==> src/rtl/saturn_control_unit.sv <==
// saturn_control_unit: instruction fetch/decode core of the Saturn CPU.
// Fills the bus program list with the PC-load sequence after reset, then
// accepts one nibble per 0010 phase and decodes P=n, LC, ST=0/1 and CLRHST.
// Optional macro SATURN_CTRL_TRACE_EN adds a simulation-only decode trace.
module saturn_control_unit #(
    parameter int          PROG_DEPTH = 32,
    parameter logic [19:0] RESET_PC   = 20'h00000
) (
    input  logic        i_clk,
    input  logic        i_reset_n,
    input  logic        i_clk_en,
    input  logic [3:0]  i_phases,
    input  logic [1:0]  i_phase,
    input  logic [31:0] i_cycle_ctr,
    input  logic        i_bus_busy,
    output logic [4:0]  o_program_address,
    input  logic [4:0]  i_program_address,
    output logic [4:0]  o_program_data,
    output logic        o_no_read,
    input  logic [3:0]  i_nibble,
    output logic        o_error,
    output logic [19:0] o_current_pc,
    output logic [3:0]  o_reg_hst,
    output logic [15:0] o_reg_st,
    output logic [3:0]  o_reg_p,
    input  logic [4:0]  i_dbg_register,
    input  logic [3:0]  i_dbg_reg_ptr,
    output logic [3:0]  o_dbg_reg_nibble,
    output logic [4:0]  o_alu_reg_dest,
    output logic [4:0]  o_alu_reg_src_1,
    output logic [4:0]  o_alu_reg_src_2,
    output logic [3:0]  o_alu_imm_value,
    output logic [4:0]  o_alu_opcode,
    output logic [3:0]  o_instr_type,
    output logic        o_instr_decoded
);
    typedef enum logic {S_INIT, S_RUN} top_e;
    typedef enum logic [2:0] {D_IDLE, D_OP2, D_LC_DATA, D_ST_N, D_HST_N} dec_e;

    top_e             top_q, top_d;
    dec_e             dec_q, dec_d;
    logic [4:0]       wp_q, wp_d;
    logic [19:0]      pc_q, pc_d, cpc_q, cpc_d;
    logic [3:0]       p_q, p_d, hst_q, hst_d;
    logic [15:0]      st_q, st_d;
    logic [15:0][3:0] c_q, c_d;          // A, B and D are never written by this subset
    logic             err_q, err_d;
    logic [3:0]       op1_q, op1_d, cnt_q, cnt_d, lcp_q, lcp_d;
    logic             stv_q, stv_d, pend_q, pend_d, pulse_q, pulse_d;
    logic [3:0]       type_q, type_d, imm_q, imm_d;
    logic [4:0]       dest_q, dest_d, aluop_q, aluop_d;
    logic [4:0]       prog_q [PROG_DEPTH];
    logic             wr_en, accept;
    logic [4:0]       wr_data;
    logic             unused_trace;

    assign unused_trace = ^{i_phase, i_cycle_ctr};
    assign accept = (top_q == S_RUN) && i_clk_en && (i_phases == 4'b0010)
                    && !i_bus_busy && !err_q;

    // Next-state logic: init program fill, nibble decode, decode pulse.
    always_comb begin
        top_d = top_q;   dec_d = dec_q;   wp_d = wp_q;     pc_d = pc_q;
        cpc_d = cpc_q;   p_d = p_q;       hst_d = hst_q;   st_d = st_q;
        c_d = c_q;       err_d = err_q;   op1_d = op1_q;   cnt_d = cnt_q;
        lcp_d = lcp_q;   stv_d = stv_q;   pend_d = pend_q; pulse_d = pulse_q;
        type_d = type_q; imm_d = imm_q;   dest_d = dest_q; aluop_d = aluop_q;
        wr_en = 1'b0;
        case (wp_q)
            5'd1:    wr_data = {1'b0, RESET_PC[3:0]};
            5'd2:    wr_data = {1'b0, RESET_PC[7:4]};
            5'd3:    wr_data = {1'b0, RESET_PC[11:8]};
            5'd4:    wr_data = {1'b0, RESET_PC[15:12]};
            5'd5:    wr_data = {1'b0, RESET_PC[19:16]};
            default: wr_data = 5'h14;    // CMD LOAD_PC
        endcase
        if (i_clk_en) begin
            // pulse lands on the 0100 phase following the final nibble
            pulse_d = pend_q && (i_phases == 4'b0100);
            if (i_phases == 4'b0100) pend_d = 1'b0;
        end
        if (top_q == S_INIT && i_clk_en) begin
            wr_en = 1'b1;
            wp_d  = wp_q + 5'd1;
            if (wp_q == 5'd5) top_d = S_RUN;
        end
        if (accept) begin
            pc_d = pc_q + 20'd1;
            case (dec_q)
                D_IDLE: begin
                    cpc_d = pc_q;
                    op1_d = i_nibble;
                    if (i_nibble == 4'h2 || i_nibble == 4'h3 || i_nibble == 4'h8) dec_d = D_OP2;
                    else err_d = 1'b1;
                end
                D_OP2: begin
                    case (op1_q)
                        4'h2: begin
                            p_d = i_nibble; type_d = 4'd1; dest_d = 5'd16;
                            imm_d = i_nibble; aluop_d = 5'd1; pend_d = 1'b1; dec_d = D_IDLE;
                        end
                        4'h3: begin
                            cnt_d = i_nibble; lcp_d = p_q; dec_d = D_LC_DATA;
                        end
                        default: begin
                            case (i_nibble)
                                4'h4:    begin stv_d = 1'b0; dec_d = D_ST_N; end
                                4'h5:    begin stv_d = 1'b1; dec_d = D_ST_N; end
                                4'h2:    dec_d = D_HST_N;
                                default: err_d = 1'b1;
                            endcase
                        end
                    endcase
                end
                D_LC_DATA: begin
                    c_d[lcp_q] = i_nibble;
                    lcp_d = lcp_q + 4'd1;           // nibble index wraps mod 16
                    type_d = 4'd2; dest_d = 5'd2; imm_d = i_nibble; aluop_d = 5'd1;
                    if (cnt_q == 4'd0) begin
                        pend_d = 1'b1; dec_d = D_IDLE;
                    end else begin
                        cnt_d = cnt_q - 4'd1;
                    end
                end
                D_ST_N: begin
                    st_d[i_nibble] = stv_q;
                    type_d = 4'd3; dest_d = 5'd17; imm_d = i_nibble;
                    aluop_d = stv_q ? 5'd3 : 5'd2; pend_d = 1'b1; dec_d = D_IDLE;
                end
                D_HST_N: begin
                    hst_d = hst_q & ~i_nibble;
                    type_d = 4'd4; dest_d = 5'd18; imm_d = i_nibble;
                    aluop_d = 5'd2; pend_d = 1'b1; dec_d = D_IDLE;
                end
                default: dec_d = D_IDLE;
            endcase
        end
    end

    // State registers, async active-low reset.
    always_ff @(posedge i_clk or negedge i_reset_n) begin
        if (!i_reset_n) begin
            top_q <= S_INIT;  dec_q <= D_IDLE;  wp_q <= 5'd0;    pc_q <= RESET_PC;
            cpc_q <= 20'd0;   p_q <= 4'd0;      hst_q <= 4'd0;   st_q <= 16'd0;
            c_q <= '0;        err_q <= 1'b0;    op1_q <= 4'd0;   cnt_q <= 4'd0;
            lcp_q <= 4'd0;    stv_q <= 1'b0;    pend_q <= 1'b0;  pulse_q <= 1'b0;
            type_q <= 4'd0;   imm_q <= 4'd0;    dest_q <= 5'd0;  aluop_q <= 5'd0;
        end else begin
            top_q <= top_d;   dec_q <= dec_d;   wp_q <= wp_d;    pc_q <= pc_d;
            cpc_q <= cpc_d;   p_q <= p_d;       hst_q <= hst_d;  st_q <= st_d;
            c_q <= c_d;       err_q <= err_d;   op1_q <= op1_d;  cnt_q <= cnt_d;
            lcp_q <= lcp_d;   stv_q <= stv_d;   pend_q <= pend_d; pulse_q <= pulse_d;
            type_q <= type_d; imm_q <= imm_d;   dest_q <= dest_d; aluop_q <= aluop_d;
        end
    end

    // Program list storage; only written while filling the init sequence.
    always_ff @(posedge i_clk) begin
        if (wr_en) prog_q[wp_q] <= wr_data;
    end

    // Debugger nibble view; unknown register codes read as zero.
    always_comb begin
        o_dbg_reg_nibble = 4'h0;
        case (i_dbg_register)
            5'd2:  o_dbg_reg_nibble = c_q[i_dbg_reg_ptr];
            5'd16: o_dbg_reg_nibble = p_q;
            5'd17: if (i_dbg_reg_ptr < 4'd4)
                       o_dbg_reg_nibble = st_q[{i_dbg_reg_ptr[1:0], 2'b00} +: 4];
            5'd18: o_dbg_reg_nibble = hst_q;
            default: o_dbg_reg_nibble = 4'h0;
        endcase
    end

    assign o_program_address = wp_q;
    assign o_program_data    = prog_q[i_program_address];
    assign o_no_read         = (top_q == S_INIT) || i_bus_busy || err_q;
    assign o_error           = err_q;
    assign o_current_pc      = cpc_q;
    assign o_reg_hst         = hst_q;
    assign o_reg_st          = st_q;
    assign o_reg_p           = p_q;
    assign o_alu_reg_dest    = dest_q;
    assign o_alu_reg_src_1   = dest_q;
    assign o_alu_reg_src_2   = 5'd0;
    assign o_alu_imm_value   = imm_q;
    assign o_alu_opcode      = aluop_q;
    assign o_instr_type      = type_q;
    assign o_instr_decoded   = pulse_q;

`ifdef SATURN_CTRL_TRACE_EN
    function automatic string mnem(input logic [3:0] t);
        case (t)
            4'd1:    return "P=n";
            4'd2:    return "LC";
            4'd3:    return "ST=n";
            4'd4:    return "CLRHST";
            default: return "?";
        endcase
    endfunction

    // Simulation-only trace on each decode completion and on entering error.
    always @(posedge i_clk) begin
        if (i_reset_n && i_clk_en && pend_q && i_phases == 4'b0100)
            $display("CTRL %0d: [%0d] %05h %s", i_phase, i_cycle_ctr, cpc_q, mnem(type_q));
        if (i_reset_n && err_d && !err_q)
            $display("CTRL %0d: [%0d] %05h ERROR", i_phase, i_cycle_ctr, cpc_d);
    end
`endif
endmodule

==> config.mk <==
export PLATFORM = sky130hd
export DESIGN_NAME = saturn_control_unit
export DESIGN_NICKNAME = d
export VERILOG_FILES = /design/src/rtl/saturn_control_unit.sv
export SDC_FILE = /design/constraint.sdc
export NUM_CORES = 1
export LEC_CHECK = 0
export CAP_MARGIN = 30
export CORE_ASPECT_RATIO = 0.6
export CORE_MARGIN = 1
export CORE_UTILIZATION = 40
export DETAILED_ROUTE_END_ITERATION = 10
export GPL_TIMING_DRIVEN = 0
export HOLD_SLACK_MARGIN = 0.03
export SLEW_MARGIN = 20
export SYNTH_ARGS = -nofsm -noshare
export SYNTH_HDL_FRONTEND = slang
export SYNTH_SLANG_ARGS = --single-unit
==> constraint.sdc <==
create_clock -name i_clk -period 3.5 [get_ports i_clk]
set_input_delay 0.525 -clock i_clk [delete_from_list [all_inputs] [get_ports i_clk]]
set_output_delay 0.525 -clock i_clk [all_outputs]
set_load 0.02 [all_outputs]
==> results of run 1 <==
## logic make-up after synthesis
logic type,Yosys count,share of synthesized area
compound gates,59,0.0438
xor+xnor,23,0.0208
other cells,1,0.000387
fa+ha+maj,10,0.0129
flops,197,0.525
simple gates,206,0.120
mux,160,0.228
buf+inv,90,0.0493
## layer usage
metal | track usage | vias up
met4 | 0.0423 | 0
met2 | 0.266 | 185
met3 | 0.0611 | 14
li1 | - | 2967
met1 | 0.324 | 3276
met5 | 0 | -
## sequential cells by signal, summed over array words and instances (netlist names)
register and flops:
o_instr_type 3, lcp_q 4, o_current_pc 20, c_q 64
o_error 1, stv_q 1, op1_q 4, o_alu_reg_dest 3
o_reg_st 16, cnt_q 4, dec_q 3, o_alu_imm_value 4
prog_q 32, o_program_address 5, o_reg_hst 4, o_reg_p 4
o_instr_decoded 1, pc_q 20, o_alu_opcode 2, pend_q 1
top_q 1
## area by class of cell
cell class / instances / area [um^2] / share of cell area
Buffer: 68 / 423 / 0.0359
Clock buffer: 21 / 470 / 0.0400
Clock inverter: 11 / 91.3 / 0.00776
Inverter: 22 / 82.6 / 0.00702
Multi-Input combinational cell: 474 / 4190 / 0.356
Sequential cell: 197 / 5090 / 0.432
Tap cell: 315 / 394 / 0.0335
Timing Repair Buffer: 99 / 1030 / 0.0875
## cell usage after synthesis (7+ instances only)
cell	number	area, um^2
buf_2	10	50.1
nand2_1	29	109
a21oi_1	9	45.0
nor4_1	10	62.6
inv_1	22	82.6
nand3_1	22	110
xnor2_1	10	87.6
nand4_1	20	125
mux2i_1	7	70.1
nor3_1	14	70.1
ha_1	10	125
mux2_2	101	1140
nor2_1	56	210
edfxtp_1	32	961
buf_4	22	165
mux4_2	30	676
mux2_4	20	300
o21ai_0	16	80.1
clkbuf_1	27	101
xor2_1	13	114
dfrtp_1	165	4130
## worst max path at each step
stage                               startpoint                   to  slack (ps)  depth (start not counted)
after global placement               i_reset_n              c_q[41]       -5290                          1
after global routing      i_program_address[1]    o_program_data[4]          90                          6
final                     i_program_address[1]    o_program_data[4]         160                          6
after CTS                     i_dbg_reg_ptr[2]  o_dbg_reg_nibble[2]          60                          7
after detailed placement      i_dbg_reg_ptr[1]  o_dbg_reg_nibble[1]        -730                          7
after floorplan           i_program_address[1]    o_program_data[4]         560                          5
## report_power, final
part / internal [mW] / leakage, nW / switching, mW
sequential: 2.47 / 2.54 / 0.0473
combinational: 0.246 / 2.37 / 0.438
clock: 0.986 / 0.283 / 0.919
total: 3.70 / 5.19 / 1.40
## worst max-delay path, delay by kind of cell
family / cells / cell delay (ps)
buffers and inverters: 3 / 910
muxes: 3 / 1360
## repair_timing
| action | in CTS | in global routing |
|---|---|---|
| gates cloned | 0 | 0 |
| hold endpoints to repair | 30 | 0 |
| setup endpoints to repair | 6 | 1 |
| hold buffers | 1 | 0 |
| buffers inserted | 0 | 0 |
| gates resized for setup | 15 | 2 |
## metrics by stage
stage                     hold WS [ps]  cells  TNS [ps]  utilization  setup WS, ps
after CTS                          487   1207         0        0.501          63.1
after global placement             458   1171   -882080        0.473         -5290
after detailed placement           404   1174     -2710        0.476          -735
after global routing               508   1207         0        0.502          91.6
after floorplan                    229    761         0            -           563
final                              480   1207         0        0.502           164
==> impl_metrics.env, run 1 <==
export IMPL_total_power_mw=5.11
export IMPL_final_common_cell="dfrtp_1"
export IMPL_num_vias=6442
export IMPL_met2_length_um=9570
export IMPL_synth_area_um2=9690
export IMPL_r2r_cells=6
export IMPL_drt_first_pass_iters=5
export IMPL_ios=149
export IMPL_finalNetCount=949
export IMPL_wl_met3_um=1640
export IMPL_max_freq_ghz=0.300
export IMPL_die_h_um=123
export IMPL_p_leak_nw=5.19
export IMPL_routed_top_layer="met4"
export IMPL_fillerInstances=2080
export IMPL_core_um2=23500
export IMPL_cts_inserted_buffers=17
export IMPL_synthArstFlopShare=0.838
export IMPL_worst_pin_slew_ps=853
export IMPL_r2r_start="top_q"
export IMPL_slew_violations=0
export IMPL_grt_first_pass_wirelength_um=37900
export IMPL_drive_gt1_frac=0.284
export IMPL_cp_start_kind="input pin"
export IMPL_cts_root_buffer="clkbuf_16"
export IMPL_die_area_um2=24900
export IMPL_mostFrequentLayoutCells="dfrtp_1, mux2_2, clkdlybuf4s50_1"
export IMPL_min_from="pc_q[19]"
export IMPL_synth_edf_count=32
export IMPL_max_stage_delay_ps=550
export IMPL_cts_buffer_depth=2
export IMPL_rsz0062_at_grt="false"
export IMPL_yosysWarnings=0
export IMPL_cp_end_kind="output pin"
export IMPL_cts_tree="done"
export IMPL_max_slew_margin_rel=0.423
export IMPL_drtAntennaViolNets=0
export IMPL_grt_max_degree=81
export IMPL_r2r_end="c_q[25]"
export IMPL_ir_drop_uv=349
export IMPL_cp_required_ps=2970
export IMPL_cp_arrival_ps=2810
export IMPL_critPathMostFrequentCell="mux4_2"
export IMPL_avgRoutedWirePerCell_um=19.9
export IMPL_power_density_nw_per_um2=434
export IMPL_rrSetupSlack_ps=940
export IMPL_gpl_final_weighted_congestion=0.820
export IMPL_fin_crit_sh=0.953
export IMPL_final_area_um2=11800
export IMPL_antenna_found_initial=0
export IMPL_antenna_cells=0
export IMPL_fp_dieW_um=203
export IMPL_grt_util_all_layers=0.204
export IMPL_synth_main_ff_cell="dfrtp_1"
export IMPL_setup_viol=0
export IMPL_worst_hold_path_type="flop to flop"
export IMPL_path_max_fanout=8
export IMPL_hold_end="pc_q[19]"
export IMPL_clock_latency_ps=440
export IMPL_placementRows=43
export IMPL_status="completed"
export IMPL_ys_ff_latch=197
export IMPL_ys_seq_area_frac=0.525
export IMPL_start_util=0.413
export IMPL_synth_area_per_cell_um2=13.0
export IMPL_worstHoldPathCells=1
export IMPL_period_minus_slack_ps=3340
export IMPL_clkTransAtPathRegs_ps=70
export IMPL_drt_iter0_drc=463
export IMPL_slowest_stage="mux4_2"
export IMPL_crit_type="input pin to output pin"
export IMPL_dp_hpwl_um=17400
export IMPL_postPlaceCellArea_um2=11200
export IMPL_fin_skew_ps=10.3
export IMPL_drt_total_wl_um=24000
export IMPL_final_hold_viol_count=0
export IMPL_cp_cell_sequence="clkbuf_2, mux4_2, mux4_2, mux2_2, buf_4, clkdlybuf4s50_1"
export IMPL_drc=0
export IMPL_ys_types=64
export IMPL_cts_max_level=4
export IMPL_synthCells=746
export IMPL_clkSinkCount=197
export IMPL_grt_pass1_vias=6394
export IMPL_wirelength_met1_um=12700
export IMPL_grt_overflow_total=0
export IMPL_io_buffers=95
export IMPL_maxCapViolations=0
export IMPL_via_per_inst=5.34
export IMPL_area_delta_synth_final_pct=21.4
Power figures use the tool's default switching activity.
==> inputs of run 2 (changes only) <==
--- a/config.mk
+++ b/config.mk
@@ -7,7 +7,7 @@
 export LEC_CHECK = 0
 export CAP_MARGIN = 30
 export CORE_ASPECT_RATIO = 0.6
-export CORE_MARGIN = 1
+export CORE_MARGIN = 1.5
 export CORE_UTILIZATION = 40
 export DETAILED_ROUTE_END_ITERATION = 10
 export GPL_TIMING_DRIVEN = 0
==> run 2 against run 1 <==
Register-to-register slack worse by 60 ps. Sequential power hardly changed. Clock power is 7% higher. Clock skew is 1.9 ps higher. Flip-flop and latch count stayed put. Count of clock-buffer cells in the layout is 4 lower. Routed wire length is 1.3% lower. Global-route usage is 0.70 points lower. Power is 2.4% higher. Worst setup slack worse by 9.3 ps. Hold slack worse by 450 ps. Utilization hardly changed. Largest cell class unchanged. Highest routed layer unchanged.
==> impl_metrics.env, run 2 (synthesis gave the netlist of run 1 again) <==
export IMPL_grt_busiest_layer="met1"
export IMPL_fillerInstances=2094
export IMPL_clock_latency_ps=450
export IMPL_cts_root_buffer="clkbuf_16"
export IMPL_crit_type="input pin to output pin"
export IMPL_drtAntennaViolNets=0
export IMPL_fin_ws_ps=155
export IMPL_grt_util_all_layers=0.197
export IMPL_max_freq_ghz=0.299
export IMPL_clkTransAtPathRegs_ps=80
export IMPL_power_density_nw_per_um2=445
export IMPL_core_um2=23500
export IMPL_largest_reg_flops=64
export IMPL_drt_iter0_drc=415
export IMPL_drc=0
export IMPL_ios=149
export IMPL_total_power_mw=5.23
export IMPL_num_vias=6391
export IMPL_reg_largest_list="c_q (64), prog_q (32)"
export IMPL_grt_overflow_total=0
export IMPL_drive_gt1_frac=0.284
export IMPL_fin_skew_ps=12.2
export IMPL_dp_hpwl_um=16900
export IMPL_gpl_final_weighted_congestion=0.845
export IMPL_drt_first_pass_iters=6
export IMPL_path_max_fanout=10
export IMPL_slew_violations=0
export IMPL_finalNetCount=947
export IMPL_antenna_found_initial=1
export IMPL_die_area_um2=25200
export IMPL_grt_max_degree=96
export IMPL_cts_max_level=4
export IMPL_grt_met1_usage=0.328
export IMPL_cp_arrival_ps=2820
export IMPL_met3_usage=0.0456
export IMPL_cp_required_ps=2970
export IMPL_regMostFlops="c_q"
export IMPL_final_hold_viol_count=0
export IMPL_cts_setup_buffers=0
export IMPL_ir_drop_uv=321
export IMPL_cp_start_kind="input pin"
export IMPL_cts_buffer_depth=2
export IMPL_worst_hold_path_type="input pin to asynchronous set/reset pin"
export IMPL_worst_pin_slew_ps=900
export IMPL_start_util=0.413
export IMPL_antenna_cells=0
export IMPL_via_per_inst=5.30
export IMPL_io_buffers=95
export IMPL_max_slew_margin_rel=0.398
export IMPL_utilization=0.501
export IMPL_cts_hold_buffers=0
export IMPL_drt_total_wl_um=23700
export IMPL_rrSetupSlack_ps=880
export IMPL_placementRows=43
export IMPL_mostFrequentLayoutCells="dfrtp_1, mux2_2, clkdlybuf4s50_1"
export IMPL_avgRoutedWirePerCell_um=19.7
export IMPL_fp_dieW_um=204
export IMPL_clkSinkCount=197
export IMPL_cts_inserted_buffers=17
export IMPL_status="completed"
export IMPL_p_leak_nw=5.18
export IMPL_cp_end_kind="output pin"
export IMPL_cts_tree="done"
export IMPL_area_delta_synth_final_pct=21.4
export IMPL_period_minus_slack_ps=3350
export IMPL_regArea_um2=5090
export IMPL_rsz0062_at_grt="false"
export IMPL_grt_pass1_vias=6118
export IMPL_final_common_cell="dfrtp_1"
export IMPL_preCtsSetupSlack_ps=-682
export IMPL_die_h_um=124
export IMPL_maxCapViolations=0
export IMPL_cts_resized=13
export IMPL_fin_crit_sh=0.956
export IMPL_grt_util_met2=0.248
export IMPL_grt_first_pass_wirelength_um=36700
export IMPL_setup_viol=0
export IMPL_multiInputGateArea_um2=4180
-- run 2: changes by cell type in the layout (fill, tap and decap cells not counted), moves of 2 or more --
cell,delta
clkbuf_8,-3
clkinv_8,+3
inv_8,+3
clkinv_4,-2
-- run 2: metal layers --
metal	vias to the layer above	share of wire	wire [um]
met5	-	0	0
met3	15	0.063	1490
met4	0	0.0076	180
met1	3245	0.54	12900
li1	2964	-	-
met2	167	0.39	9150
-- run 2: worst paths after layout --
check / startpoint / endpoint / cells after the start
setup / recovery: i_dbg_reg_ptr[1] / o_dbg_reg_nibble[1] / 7
hold / removal: i_reset_n / o_current_pc[12] / 1
setup reg to reg: o_error / o_current_pc[4] / 6
hold reg to reg: pc_q[19] / pc_q[19] / 1
max in group asynchronous: i_reset_n / o_reg_p[0] / 2
min in group i_clk: pc_q[19] / pc_q[19] / 1
-- run 2: worst max-delay path, cell delays in order --
cell             delay, ps
clkdlybuf4s50_1        620
buf_6                  250
mux4_2                 510
mux2_2                 350
nand2_1                 90
o211ai_1               110
dlygate4sd2_1          360
-- run 2: per-stage QoR --
step / instance area [um^2] / TNS, ps / std cells / hold WS, ps
after CTS: 11800 / 0 / 1205 / 43.3
final: 11800 / 0 / 1205 / 29.2
after floorplan: 9750 / 0 / 761 / 229
after global placement: 11100 / -879590 / 1171 / 456
after detailed placement: 11100 / -2480 / 1173 / 465
after global routing: 11800 / 0 / 1205 / 66.8
-- run 2: final cells by class --
type                       count  area share
clock buffer                  17      0.0362
tap                          315      0.0335
clock inverter                15      0.0153
timing repair buffer          97      0.0841
inverter                      22     0.00702
sequential                   197       0.433
buffer                        68      0.0356
multi-input combinational    474       0.356
-- run 2: power by group --
part	internal (mW)	leakage (nW)	switching [mW]
logic	0.242	2.35	0.439
registers	2.47	2.54	0.0459
clock network	1.03	0.300	1.00
total	3.74	5.18	1.49
==> edit 1, RTL diff (flow settings as in run 1) <==
`PROG_DEPTH`: 32 -> 64.
--- a/src/rtl/saturn_control_unit.sv
+++ b/src/rtl/saturn_control_unit.sv
@@ -3,7 +3,7 @@
 // accepts one nibble per 0010 phase and decodes P=n, LC, ST=0/1 and CLRHST.
 // Optional macro SATURN_CTRL_TRACE_EN adds a simulation-only decode trace.
 module saturn_control_unit #(
-    parameter int          PROG_DEPTH = 32,
+    parameter int          PROG_DEPTH = 64,
     parameter logic [19:0] RESET_PC   = 20'h00000
 ) (
     input  logic        i_clk,
Formal check against the unedited RTL: same outputs for any inputs over 10 cycles, from zero or initial values and one cycle with i_reset_n low; that may be too few to reach the edited logic, so the function may still have changed.
==> edit 1 against run 1 <==
- utilization down 0.22 points
- area after synthesis down 2.1%
- highest routed layer unchanged
- die area is 2.1% lower
- register-to-register slack improved by 140 ps
- global-route usage down 0.91 points
- sequential cell count is the same
- setup slack worse by 57 ps
- critical path depth is 1 higher
- fmax down 1.7%
- power up 8.2%
- wire length fell by 5.6%
- design area down 1.6%
==> edit 1: results (changes against run 1) <==
* Outcome: finished, final reports clean
* Final WL at 22700 um (-5.6%)
* First-pass iteration count of the detailed router at 7 (+2)
* Placed Cells incl. Taps at 1190 (+1.4%)
* Worst Hold Class: input port to async pin
* Crit path max fanout at 10 (+2)
* Vias in the first global route at 6223 (-2.7%)
* Layout cell share with drive strength beyond 1 at 24.37% (-4.0 points)
* DP Area at 10940 um^2 (-2.0%)
* Register area share after synthesis at 53.67% (+1.1 points)
* Max_slew headroom at 54.46% (+12 points)
* Largest net degree at the start of global routing at 84 (+3.7%)
* Max incr delay on CP at 570 ps (+20 ps)
* Synth top area cells: dfrtp_1 (44%), mux2_2 (13%), edfxtp_1 (10%)
* Mean Syn Cell Area at 12.45 um^2 (-4.2%)
* Worst IR Drop VDD at 0.3407 mV (-2.5%)
* Total track usage at 19.47% (-0.91 points)
* Cell family with most CP delay: buffers and inverters
* Final HPWL DP at 16190 um (-6.7%)
* Initial DRC Count at 426 (-8.0%)
* RePlAce Congestion at 0.8211 (+0.17%)
* Synth top cells by count: dfrtp_1 (165), mux2_2 (110), nor2_1 (72)
* Most used DFF post-synth: dfrtp_1
* Number of distinct library cells after synthesis at 61 (-4.7%)
* Input/output buffers at 96 (+1.1%)
* RR Endpoint: c_q[32]$_DFFE_PN0P_
* First-pass GRT wire length at 36180 um (-4.5%)
* R2R setup slack at 1080 ps (+140 ps)
* Arr. time, crit path at 2870 ps (+60 ps)
* Crit-path slowest cell: clkdlybuf4s50_1
-- edit 1: cell count changes in the layout (fill, tap and decap cells not counted), moves of 8 or more --
cell,delta
mux2_2,+9
mux2_4,-20
mux2i_1,+18
mux4_2,-10
nor2_1,+16
xnor2_1,+8
xor2_1,-9
-- edit 1: what timing repair did --
item,in CTS,in global routing
hold buffers,0,0
gates resized for setup,7,4
setup endpoints to repair,4,3
pin swaps,1,1
setup buffers,0,0
hold endpoints to repair,0,0
-- edit 1: cell type report --
cell class                 instances  area (um^2)
sequential                       197         5090
timing repair buffer              98         1006
inverter                          19        71.32
clock inverter                    11        147.6
buffer                            61        344.1
multi-input combinational        500         4059
tap                              315        394.1
fill                            2085        11610
clock buffer                      21        470.5
-- edit 1: where the power goes --
| group | switching (mW) | internal (mW) |
|---|---|---|
| registers | 0.0831 | 2.50 |
| clock network | 0.884 | 1.19 |
| logic | 0.552 | 0.320 |
-- edit 1: cells by family (layout without fill, tap and decap cells) --
family / after synthesis / count (layout) / synth area share [%]
buffers and inverters: 80 / 210 / 4.235
adders and majority gates: 10 / 10 / 1.319
xor gates and xnor gates: 22 / 22 / 2.032
DFF: 197 / 197 / 53.67
and+or+nand+nor: 217 / 217 / 12.15
muxes: 163 / 163 / 21.40
other: 1 / 16 / 0.03954
AOI/OAI and AO/OA: 72 / 72 / 5.158
-- edit 1: worst max-delay path by stage --
stage	from	to	slack [ps]	cells after the start
after floorplan	o_program_address[0]$_DFFE_PN0P_	prog_q[0][2]$_DFFE_PP_	730	5
after global placement	i_reset_n	o_reg_st[3]$_DFFE_PN0P_	-5310	1
after detailed placement	i_dbg_reg_ptr[1]	o_dbg_reg_nibble[3]	-500	7
after CTS	i_dbg_reg_ptr[1]	o_dbg_reg_nibble[3]	0.5	7
after global routing	i_dbg_reg_ptr[1]	o_dbg_reg_nibble[3]	5	7
final	i_dbg_reg_ptr[1]	o_dbg_reg_nibble[3]	110	7
-- edit 1: metrics by stage --
stage               TNS (ps)  utilization [%]  worst slack (ps)  hold WS, ps  power, mW
floorplan                  0                -             732.7        229.4      3.129
global placement     -881290            46.99             -5309        462.2      3.469
detailed placement     -1815            47.19            -501.1        459.7      3.500
CTS                        0            49.92            0.5116        109.4      5.569
global route               0            49.95             4.942        130.3      5.758
finish                     0            49.95             107.5        74.60      5.525
-- edit 1: metal layers --
metal  track usage, %  part of all wire [%]  up-vias
met2            26.28                    41      140
met5                0                     0        -
li1                 -                     -     2990
met4            4.532                  0.84        0
met3            4.619                   4.4       13
met1            30.77                    54     3232
==> edit 2, RTL diff (flow settings as in run 1) <==
Without the edit above. Re-encode `dec_e` (5 values) as one-hot, 5 bits wide.
--- a/src/rtl/saturn_control_unit.sv
+++ b/src/rtl/saturn_control_unit.sv
@@ -35,7 +35,7 @@
     output logic        o_instr_decoded
 );
     typedef enum logic {S_INIT, S_RUN} top_e;
-    typedef enum logic [2:0] {D_IDLE, D_OP2, D_LC_DATA, D_ST_N, D_HST_N} dec_e;
+    typedef enum logic [4:0] {D_IDLE = 5'b00001, D_OP2 = 5'b00010, D_LC_DATA = 5'b00100, D_ST_N = 5'b01000, D_HST_N = 5'b10000} dec_e;
 
     top_e             top_q, top_d;
     dec_e             dec_q, dec_d;
Behaviour: same outputs for any inputs over 10 cycles, from zero or initial values and one cycle with i_reset_n low; not proved beyond that.
==> edit 2 against run 1 <==
- setup slack gained 8.3 ps
- utilization barely moved
- area after synthesis shrank 1.1%
- register-to-register slack better by 120 ps
- wire length shrank 4.1%
- design area down 0.75%
- power increased by 5.2%
- cell count increased by 2.1%
- sequential cell count is 2 higher
- combinational power rose by 17%
- die area fell by 1.1%
- critical path type unchanged
==> edit 2: results (changes against run 1) <==
* Outcome: finished, final reports clean
* Post-CTS Setup Bufs at 0 (unchanged)
* Synth top cells by count: dfrtp_1 (166), mux2_2 (107), nand2_1 (66)
* Max incr delay on CP at 520 ps (-30 ps)
* Arr. time, crit path at 2800 ps (about the same)
* Mean Syn Cell Area at 12.40 um^2 (-4.6%)
* Initial DRC Count at 401 (-13%)
* Initial antenna violation count at 0 (unchanged)
* Synth top area cells: dfrtp_1 (43%), mux2_2 (13%), edfxtp_1 (10%)
* Cell family with most CP delay: buffers and inverters
* Hold-fix buffers, CTS at 1 (unchanged)
* Sw power at 1.470 mW (+4.7%)
* Crit-path slowest cell: clkdlybuf4s50_1
* Most used DFF post-synth: dfrtp_1
* RePlAce Congestion at 0.8346 (+1.8%)
* # fillers at 2087 (+0.34%)
* Hold Path Origin: pc_q[19]$_DFFE_PN0P_
* TritonCTS Buffers at 17 (unchanged)
* Input/output buffers at 95 (unchanged)
* Largest net degree at the start of global routing at 75 (-7.4%)
* Dpl ws at -836.6 ps (-101.9 ps)
* DP Area at 11060 um^2 (-0.96%)
* Worst IR Drop VDD at 0.3373 mV (-3.5%)
* Vias in the first global route at 6380 (-0.22%)
* H-tree levels at 4 (unchanged)
* Vias post-DR at 6445 (+0.047%)
* Final Skew at 11.42 ps (+1.134 ps)
* Register area at 5141 um^2 (+1.0%)
* Register area share after synthesis at 53.65% (+1.1 points)
* Crit path max fanout at 10 (+2)
* Layout cell share with drive strength beyond 1 at 24.32% (-4.0 points)
* First-pass iteration count of the detailed router at 5 (unchanged)
* Leading registers by flop count: c_q: 64 flops, prog_q: 32 flops
* P_leak at 5.183 nW (-0.14%)
* Pwr Total at 5.371 mW (+5.2%)
* Number of distinct library cells after synthesis at 72 (+13%)
* Root buffer cell: clkbuf_16
* Yosys warns at 0 (unchanged)
* Post-cts sizing count at 9 (-6)
* Vias per cell at 5.231 (-2.0%)
* Worst Max-Slew Pin Slew at 681.1 ps (-172.1 ps)
* Clock-pin slew on the worst setup and hold paths at 70 ps (about the same)
* P_seq at 2.60 mW (+3%)
* Ys async rst share at 83.92% (+0.16 points)
* WL/cell at 18.71 um (-6.0%)
* Max Slew Vio Count at 0 (unchanged)
* First-pass GRT wire length at 37060 um (-2.2%)
* Post-synth EDFFs at 32 (unchanged)
* Final HPWL DP at 16750 um (-3.5%)
* Worst Hold Class: flop to flop
* Longest Clk Path Bufs at 2 (unchanged)
* Clk Latency, worst-skew pair at 440 ps (about the same)
* Total track usage at 19.89% (-0.49 points)
* N_diodes at 0 (unchanged)
* Gate power share at 14.9% (+1.5 points)
* Launch point of the worst path: i_program_address[1]
* Net count, final at 976 (+2.8%)
* RR Startpoint: o_error$_DFFE_PN0P_
## edit 2: cell types whose count changed after synthesis, moves of 5 or more
cell	before	now
mux2_4	20	4
or4_4	5	0
nor4_1	10	5
nand2_1	29	66
xnor2_1	10	17
buf_6	6	1
a22oi_1	0	6
xor2_1	13	7
mux2_2	101	107
mux2i_1	7	24
o21ai_0	16	21
nand4_1	20	9
mux4_2	30	20
inv_1	22	17
## edit 2: final timing paths
path / cells after the start / end / slack, ps
max: 9 / o_program_data[4] / 170
min: 1 / pc_q[19]$_DFFE_PN0P_ / 470
max reg2reg: 6 / c_q[2]$_DFFE_PN0P_ / 1060
min reg2reg: 1 / pc_q[19]$_DFFE_PN0P_ / 470
max in group asynchronous: 4 / o_reg_st[5]$_DFFE_PN0P_ / 1990
min in group asynchronous: 2 / o_current_pc[10]$_DFFE_PN0P_ / 510
## edit 2: cells by family (layout without fill, tap and decap cells)
group	Yosys count	count (layout)	synth area share (%)
buf+inv	76	205	4.034
fa+ha+maj	10	10	1.306
xor+xnor	24	24	2.193
flops	199	199	53.65
other cells	1	16	0.03913
mux	155	155	20.41
compound gates	76	76	5.392
simple gates	232	232	12.98
## edit 2: routing by layer
| layer | track usage (%) | vias to the layer above | part of all wire [%] |
|---|---|---|---|
| li1 | - | 3045 | - |
| met1 | 31.86 | 3247 | 54 |
| met2 | 25.82 | 134 | 40 |
| met3 | 5.190 | 19 | 5.3 |
| met4 | 5.066 | 0 | 1.1 |
| met5 | 0 | - | 0 |
## edit 2: layout make-up
class,count,share of cell area [%]
flip-flops and latches,199,44.02
multi-input cells,513,35.23
repair buffers,99,8.880
clock buffers,21,4.221
well taps,315,3.374
plain buffers,59,2.957
clock inverters,9,0.7713
inverters,17,0.5463
